===== src/rtl/prog_loader.sv =====
// UART program loader: receives a length-prefixed big-endian word stream,
// writes it into instruction memory and answers the host with an ACK byte.
module prog_loader #(
    parameter int          ADDR_W   = 15,
    parameter logic [7:0]  ACK_BYTE = 8'hAA
) (
    input  logic              clk,
    input  logic              rstn,
    input  logic              start,
    input  logic [7:0]        rx_data,
    input  logic              rx_valid,
    input  logic              rx_ferr,
    input  logic              tx_busy,
    output logic              tx_start,
    output logic [7:0]        tx_data,
    output logic              imem_we,
    output logic [ADDR_W-1:0] imem_addr,
    output logic [31:0]       imem_wdata,
    output logic              done,
    output logic              err,
    output logic [31:0]       word_count
);

    localparam logic [2:0] S_IDLE = 3'd0;
    localparam logic [2:0] S_LEN  = 3'd1;
    localparam logic [2:0] S_DATA = 3'd2;
    localparam logic [2:0] S_ACK  = 3'd3;
    localparam logic [2:0] S_DONE = 3'd4;
    localparam logic [2:0] S_ERR  = 3'd5;

    localparam logic [32:0] MAX_WORDS = 33'd1 << ADDR_W;

    logic [2:0]      state;
    logic [1:0]      byte_cnt;
    logic [23:0]     asm_word;
    logic [ADDR_W:0] word_idx;

    logic            accept;
    logic            bad;
    logic [31:0]     len_next;
    logic [31:0]     asm_next;
    logic [ADDR_W:0] idx_next;
    logic            last_wr;

    assign accept   = rx_valid & ~rx_ferr;
    assign bad      = rx_valid & rx_ferr;
    assign len_next = {word_count[23:0], rx_data};
    assign asm_next = {asm_word, rx_data};
    assign idx_next = word_idx + 1'b1;
    // The write pulse currently on the bus is the final word of the load.
    assign last_wr  = imem_we && (idx_next == word_count[ADDR_W:0]);

    // ACK is only entered a cycle after the last write, so this never
    // coincides with imem_we.
    assign tx_start = (state == S_ACK) && !tx_busy;

    always_ff @(posedge clk) begin
        if (!rstn) begin
            state      <= S_IDLE;
            byte_cnt   <= 2'd0;
            asm_word   <= 24'd0;
            word_idx   <= '0;
            tx_data    <= 8'd0;
            imem_we    <= 1'b0;
            imem_addr  <= '0;
            imem_wdata <= 32'd0;
            done       <= 1'b0;
            err        <= 1'b0;
            word_count <= 32'd0;
        end else begin
            imem_we <= 1'b0;
            case (state)
                S_IDLE: begin
                    if (start) begin
                        state      <= S_LEN;
                        byte_cnt   <= 2'd0;
                        word_idx   <= '0;
                        word_count <= 32'd0;
                    end
                end
                S_LEN: begin
                    if (bad) begin
                        state <= S_ERR;
                        err   <= 1'b1;
                    end else if (accept) begin
                        word_count <= len_next;
                        byte_cnt   <= byte_cnt + 2'd1;
                        if (byte_cnt == 2'd3) begin
                            if (len_next == 32'd0) begin
                                state   <= S_ACK;
                                tx_data <= ACK_BYTE;
                            end else if ({1'b0, len_next} > MAX_WORDS) begin
                                state <= S_ERR;
                                err   <= 1'b1;
                            end else begin
                                state <= S_DATA;
                            end
                        end
                    end
                end
                S_DATA: begin
                    if (bad) begin
                        state <= S_ERR;
                        err   <= 1'b1;
                    end else begin
                        if (accept) begin
                            asm_word <= asm_next[23:0];
                            byte_cnt <= byte_cnt + 2'd1;
                            if (byte_cnt == 2'd3 && !last_wr) begin
                                imem_we    <= 1'b1;
                                imem_addr  <= word_idx[ADDR_W-1:0];
                                imem_wdata <= asm_next;
                            end
                        end
                        if (imem_we) begin
                            word_idx <= idx_next;
                            if (last_wr) begin
                                state   <= S_ACK;
                                tx_data <= ACK_BYTE;
                            end
                        end
                    end
                end
                S_ACK: begin
                    if (!tx_busy) begin
                        state <= S_DONE;
                        done  <= 1'b1;
                    end
                end
                S_DONE: state <= S_DONE;
                S_ERR:  state <= S_ERR;
                default: state <= S_IDLE;
            endcase
        end
    end

endmodule


===== config.mk =====
export PLATFORM = sky130hd
export DESIGN_NAME = prog_loader
export DESIGN_NICKNAME = d
export VERILOG_FILES = /design/src/rtl/prog_loader.sv
export SDC_FILE = /design/constraint.sdc
export NUM_CORES = 1
export LEC_CHECK = 0
export CAP_MARGIN = 15
export CORE_ASPECT_RATIO = 0.6
export CORE_UTILIZATION = 25
export DETAILED_ROUTE_END_ITERATION = 7
export GPL_ROUTABILITY_DRIVEN = 0
export RECOVER_POWER = 100
export SYNTH_ARGS = -nofsm -noshare
export SYNTH_HDL_FRONTEND = slang
export SYNTH_SLANG_ARGS = --single-unit

===== constraint.sdc =====
create_clock -name clk -period 5.1 [get_ports clk]
set_input_delay 0.765 -clock clk [delete_from_list [all_inputs] [get_ports clk]]
set_output_delay 0.765 -clock clk [all_outputs]
set_load 0.03 [all_outputs]

==> flow_summary.ini, run 1 <==
[clock_network]
cts_resized = 0
path_clk_slew_ns = 0.06
clock_path_buffers = 2
post_cts_buffers = 0
cts_root_buf = clkbuf_16
cts_hold_buf = 0
clock-sinks = 128
insertion_delay_ns = 0.42
cts_tree = done
htree_levels = 4
cts_buffers = 17

[timing]
worst-slew-pin-transition_ns = 1.58
period_minus_slack_ns = 3.89
hold_viol = 0
max_freq_ghz = 0.257
rsz0062_at_grt = false
slew_headroom = -0.0507
tns_ns = 0
min_period_over_period = 0.764
fin_skew_ns = 0.0126
layout_setup_ws_ns = 1.21
finalSetupViolCount = 0
slew_violations = 33

[finish]
drive_above_1_share = 0.0597
area_growth_pct = 30.2
nets = 807
num_antenna_cells = 0
fin_cells = 1112
fill_cells = 2364
post-route-util = 0.337

[global_routing]
antenna_found_initial = 0
grt_pass1_vias = 4844
grt.total_usage = 0.153
grt_pass1_wl_mm = 27.6
grt_max_degree = 102
grt_overflow = 0

[detailed_routing]
drt-total-wl_mm = 17.5
met2WireLength_mm = 6.59
wl_met3_mm = 1.67
firstDrtPassIters = 5
detail-route-antenna-nets = 0
drc = 0
wl_met1_mm = 9.15
highest_layer = met4
vias_per_cell = 4.78
num_vias = 5318
drt_iter0_drc = 385
post_drt_wl_per_cell_um = 15.7

[yosys]
synth_edf_count = 0
yosys_register_bits = 128
ys_seq_area_frac = 0.442
synth.avg_cell_area_sq_um = 8.02
netlist_area_sq_mm = 0.00580
postSynth.asyncResetShare = 0
synth_ff_type = dfxtp_1
yosys.cell_types.count = 55
yosysWarningCount = 0
netlist_instances = 723

[floorplan]
ios = 105
rows = 42
dieArea_sq_mm = 0.0238
initial_core_util = 0.259
core_area_sq_mm = 0.0224
die_x_um = 199
die_h_um = 120

[place]
dpl.hpwl_mm = 12.2
dp_slack_ns = 1.53
dp_cells = 1080
port_buffers = 100

[worst_setup_path]
setup.worst_path.start_class = flop
reg2reg_depth = 9
cp.required_ns = 5.43
arrival_ns = 4.22
critPathCaptureType = flop
r2r_setup_slack_ns = 1.21
worstSetupPathType = reg -> reg
path_max_fanout = 18

[pwr]
ir_worst_vdd_v = 0.000250
leakage_nw = 2.76
p_per_area_mw_per_mm2 = 354

[run_status]
outcome = complete, but fails checks
violations = max-capacitance violations, max-slew violations

[flow_run]
maxCapViolCount = 1

[hold_path]
hold_class = reg -> reg
min_path_cells = 2
==> flip-flops by register name (all words and copies together) (netlist names) <==
name and cells:
imem_addr 15, err 1, done 1, imem_we 1, word_idx 16, word_count 32
asm_word 24, byte_cnt 2, tx_data 1, state 3, imem_wdata 32
==> final timing paths <==
check,end,start
max reg2reg,imem_wdata[18]$_SDFFE_PN0P_,word_idx[0]$_SDFFE_PN0P_
min reg2reg,imem_wdata[31]$_SDFFE_PN0P_,imem_wdata[31]$_SDFFE_PN0P_
max,imem_wdata[18]$_SDFFE_PN0P_,word_idx[0]$_SDFFE_PN0P_
min,imem_wdata[31]$_SDFFE_PN0P_,imem_wdata[31]$_SDFFE_PN0P_
==> final cells by class <==
cell class | count | area, sq um | share of cell area
clock buffer | 20 | 467 | 0.0618
clock inverter | 12 | 158 | 0.0209
inverter | 2 | 7.51 | 0.000994
multi-input combinational | 534 | 2920 | 0.387
sequential | 128 | 2560 | 0.339
tap | 308 | 385 | 0.0510
timing repair buffer | 108 | 1050 | 0.139
==> cells in the mapped netlist, types with 3 or more instances <==
master,number,share of area
o211ai_1,3,0.0039
nor2_1,30,0.019
and2_1,5,0.0054
nand4_1,6,0.0065
or3_1,6,0.0065
nand2b_1,7,0.0075
and3_1,4,0.0043
xnor2_1,5,0.0075
a31oi_1,5,0.0054
and4_1,4,0.0060
buf_6,3,0.0058
a21oi_1,76,0.066
nor3_1,10,0.0086
nand3_1,42,0.036
clkbuf_1,39,0.025
dfxtp_1,128,0.44
nor4_1,7,0.0075
o21ai_0,18,0.016
nand2_1,200,0.13
mux2i_1,49,0.085
xor2_1,12,0.018
buf_4,10,0.013
o21a_1,3,0.0039
buf_2,7,0.0060
a311oi_1,4,0.0060
nor2b_1,3,0.0032
buf_1,3,0.0019
==> power breakdown <==
part	internal [mW]	leakage, nW	switching [mW]	total (mW)
Sequential	1.02	1.03	0.0489	1.07
Combinational	0.102	1.43	0.236	0.338
Clock	0.809	0.299	0.454	1.26
Total	1.93	2.76	0.739	2.67
==> cells in the final DEF, fill, tap and decap left out, types with 9 or more instances in the layout <==
master / count
o21ai_0: 18
nor3_1: 10
mux2i_1: 49
nor2_1: 29
clkbuf_16: 17
xor2_1: 12
dfxtp_1: 128
nand3_1: 42
nand2_1: 200
a21oi_1: 76
dlygate4sd3_1: 90
clkdlybuf4s50_1: 9
==> worst max-delay path, cell delays in order, from the launching register on <==
cell      delay (ns)
dfxtp_1         0.47
ha_1            0.33
nand4_1         0.26
or2_0           0.31
o31ai_1         0.28
o221ai_2        0.13
nor4_1          1.08
nor2_4          0.36
buf_4           0.35
mux2i_1         0.22
==> logic make-up after synthesis <==
family,synth area share
and+or+nand+nor,0.259
AOI/OAI and AO/OA,0.130
xor gates and xnor gates,0.0257
muxes,0.0846
other,0.000646
DFF,0.442
adders and majority gates,0.00431
buffers and inverters,0.0533
==> routing by layer <==
layer / vias up / track usage
met2: 210 / 0.190
met1: 2494 / 0.239
li1: 2604 / -
met4: 0 / 0.0313
met5: - / 0
met3: 10 / 0.0573
==> per-stage QoR <==
| stage | hold slack, ns | instance area [sq um] | power [mW] |
|---|---|---|---|
| after floorplan | 0.437 | 5810 | 1.32 |
| after CTS | 0.455 | 7580 | 2.69 |
| final | 0.449 | 7550 | 2.67 |
| after detailed placement | 0.447 | 6960 | 1.43 |
| after global routing | 0.472 | 7550 | 2.79 |
| after global placement | 0.444 | 6960 | 1.43 |
Power figures use the tool's default switching activity.
==> inputs of run 2 (changes only) <==
- clock period: 5.1 -> 3.9 ns (I/O delays scaled with it)
==> run 2 against run 1 <==
Flip-flop and latch count is the same. Register-to-register slack lost 0.26 ns. Critical endpoint is now imem_wdata[7]$_SDFFE_PN0P_. Hold slack gained 0.0041 ns. Total power grew 33%. Combinational power grew 30%. Setup slack lost 0.26 ns. Count of clock-buffer cells in the layout shrank 1. Routed wire length grew 1.5%. The flow now finishes without violations. Non-clock buffer count grew 2.
==> flow_summary.ini, run 2 (synthesis results as in run 1) <==
[clock_network]
post_cts_buffers = 0
clock-sinks = 128
cts_resized = 0
insertion_delay_ns = 0.43
clock_path_buffers = 2
cts_root_buf = clkbuf_16
cts_hold_buf = 0
path_clk_slew_ns = 0.06
cts_buffers = 17
htree_levels = 4
cts_tree = done

[worst_setup_path]
crit_cells = 9
setup.worst_path.start_class = flop
arrival_ns = 3.25
crit_family = simple AND/OR/NAND/NOR gates
critPathCaptureType = flop
reg2reg_depth = 9
r2r-start = word_idx[0]$_SDFFE_PN0P_
path_max_fanout = 48
critPathMaxStageDelay_ns = 0.47
crit_buf_inv = 1
cp.required_ns = 4.20
reg2reg_to = imem_wdata[7]$_SDFFE_PN0P_
r2r_setup_slack_ns = 0.95
cp_slowest_cell = nor4_4
worstSetupStartpoint = word_idx[0]$_SDFFE_PN0P_
cp-endpoint = imem_wdata[7]$_SDFFE_PN0P_
worstPathCellList = ha_1 -> nand4_1 -> or2_0 -> o31ai_2 -> o221ai_1 -> nor4_4 -> nor2_4 -> buf_12 -> mux2i_1
worstSetupPathType = reg -> reg

[timing]
worst-slew-pin-transition_ns = 1.47
hold_viol = 0
slew_violations = 0
max_freq_ghz = 0.339
rsz0062_at_grt = false
fin_skew_ns = 0.0127
slew_headroom = 0.0192
tns_ns = 0
min_period_over_period = 0.757
period_minus_slack_ns = 2.95
finalSetupViolCount = 0

[global_routing]
grt_pass1_vias = 4836
grt_pass1_wl_mm = 27.6
grt.total_usage = 0.153
grt_overflow = 0
grt_max_degree = 102
antenna_found_initial = 0

[pwr]
seqPwrFrac = 0.393
clkPwrFrac = 0.483
ir_worst_vdd_v = 0.000283
pwr-share-comb = 0.124
p_sw_mw = 0.983
leakage_nw = 2.78
switching_share = 0.276
p_per_area_mw_per_mm2 = 468
intPower_mw = 2.58

[finish]
fill_cells = 2368
final_common_cell = nand2_1
fin_cells = 1114
layout_common_cells = nand2_1 (200), dfxtp_1 (128), dlygate4sd3_1 (89)
area_growth_pct = 31.1
num_antenna_cells = 0
top_regs = imem_wdata: 32 flops, word_count: 32 flops, asm_word: 24 flops
nets = 809
drive_above_1_share = 0.0620

[detailed_routing]
drc = 0
drt-total-wl_mm = 17.8
vias_per_cell = 4.79
drt_iter0_drc = 523
firstDrtPassIters = 5
post_drt_wl_per_cell_um = 16.0
num_vias = 5339
detail-route-antenna-nets = 0

[hold_path]
hold_class = reg -> reg

[floorplan]
initial_core_util = 0.259
die_h_um = 120
die_x_um = 199
dieArea_sq_mm = 0.0238
ios = 105
rows = 42
core_area_sq_mm = 0.0224

[place]
dp_cells = 1082
dpl.hpwl_mm = 12.1
port_buffers = 100

[flow_run]
maxCapViolCount = 0

[run_status]
outcome = finished clean
## run 2: cell count changes in the layout (fill, tap and decap cells not counted), sizes merged
cell | before | now
buf | 8 | 9
bufinv | 3 | 4
clkdlybuf4s50 | 9 | 10
clkinv | 5 | 7
clkinvlp | 3 | 0
dlygate4sd3 | 90 | 89
inv | 3 | 4
## run 2: power by group through the flow
stage / clock network (mW) / logic, mW / registers, mW
floorplan: 0 / 0.332 / 1.40
global placement: 0 / 0.441 / 1.43
detailed placement: 0 / 0.442 / 1.43
CTS: 1.75 / 0.444 / 1.40
global route: 1.81 / 0.487 / 1.41
finish: 1.72 / 0.441 / 1.40
## run 2: worst min path at each step
| stage | from | end | cells after the start |
|---|---|---|---|
| floorplan | asm_word[16]$_SDFFE_PN0P_ | asm_word[16]$_SDFFE_PN0P_ | 2 |
| global placement | imem_addr[13]$_SDFFE_PN0P_ | imem_addr[13]$_SDFFE_PN0P_ | 2 |
| detailed placement | imem_wdata[10]$_SDFFE_PN0P_ | imem_wdata[10]$_SDFFE_PN0P_ | 2 |
| CTS | asm_word[22]$_SDFFE_PN0P_ | asm_word[22]$_SDFFE_PN0P_ | 2 |
| global route | imem_addr[13]$_SDFFE_PN0P_ | imem_addr[13]$_SDFFE_PN0P_ | 2 |
| finish | asm_word[22]$_SDFFE_PN0P_ | asm_word[22]$_SDFFE_PN0P_ | 2 |
## run 2: through the flow
stage | instance area, sq um | total power [mW] | setup WS [ns] | util | hold slack, ns
6_report | 7600 | 3.56 | 0.949 | 0.340 | 0.454
5_1_grt | 7600 | 3.71 | 0.737 | 0.340 | 0.472
4_1_cts | 7620 | 3.59 | 1.10 | 0.341 | 0.456
3_5_place_dp | 6990 | 1.87 | 1.02 | 0.312 | 0.448
3_3_place_gp | 6990 | 1.87 | 1.05 | 0.312 | 0.440
2_1_floorplan | 5810 | 1.73 | 1.48 | - | 0.437
## run 2: worst reg2reg max path, cell delays in order (launching register included)
cell and delay [ns]:
dfxtp_1 0.46, ha_1 0.34, nand4_1 0.26, or2_0 0.32, o31ai_2 0.25, o221ai_1 0.20
nor4_4 0.47, nor2_4 0.09, buf_12 0.22, mux2i_1 0.22
## run 2: per-layer routing
metal / global-route usage / part of all wire / wire length (um)
met1: 0.245 / 0.54 / 9600
met2: 0.183 / 0.37 / 6570
met3: 0.0433 / 0.077 / 1380
met4: 0.0510 / 0.013 / 231
met5: 0 / 0 / 0
## run 2: cell type report
type	instances	area, sq um	share of cell area
Multi-Input combinational cell	534	2940	0.386
Sequential cell	128	2560	0.337
Timing Repair Buffer	110	1080	0.142
Clock buffer	19	453	0.0596
Tap cell	308	385	0.0507
Clock inverter	13	184	0.0242
Inverter	2	7.51	0.000987
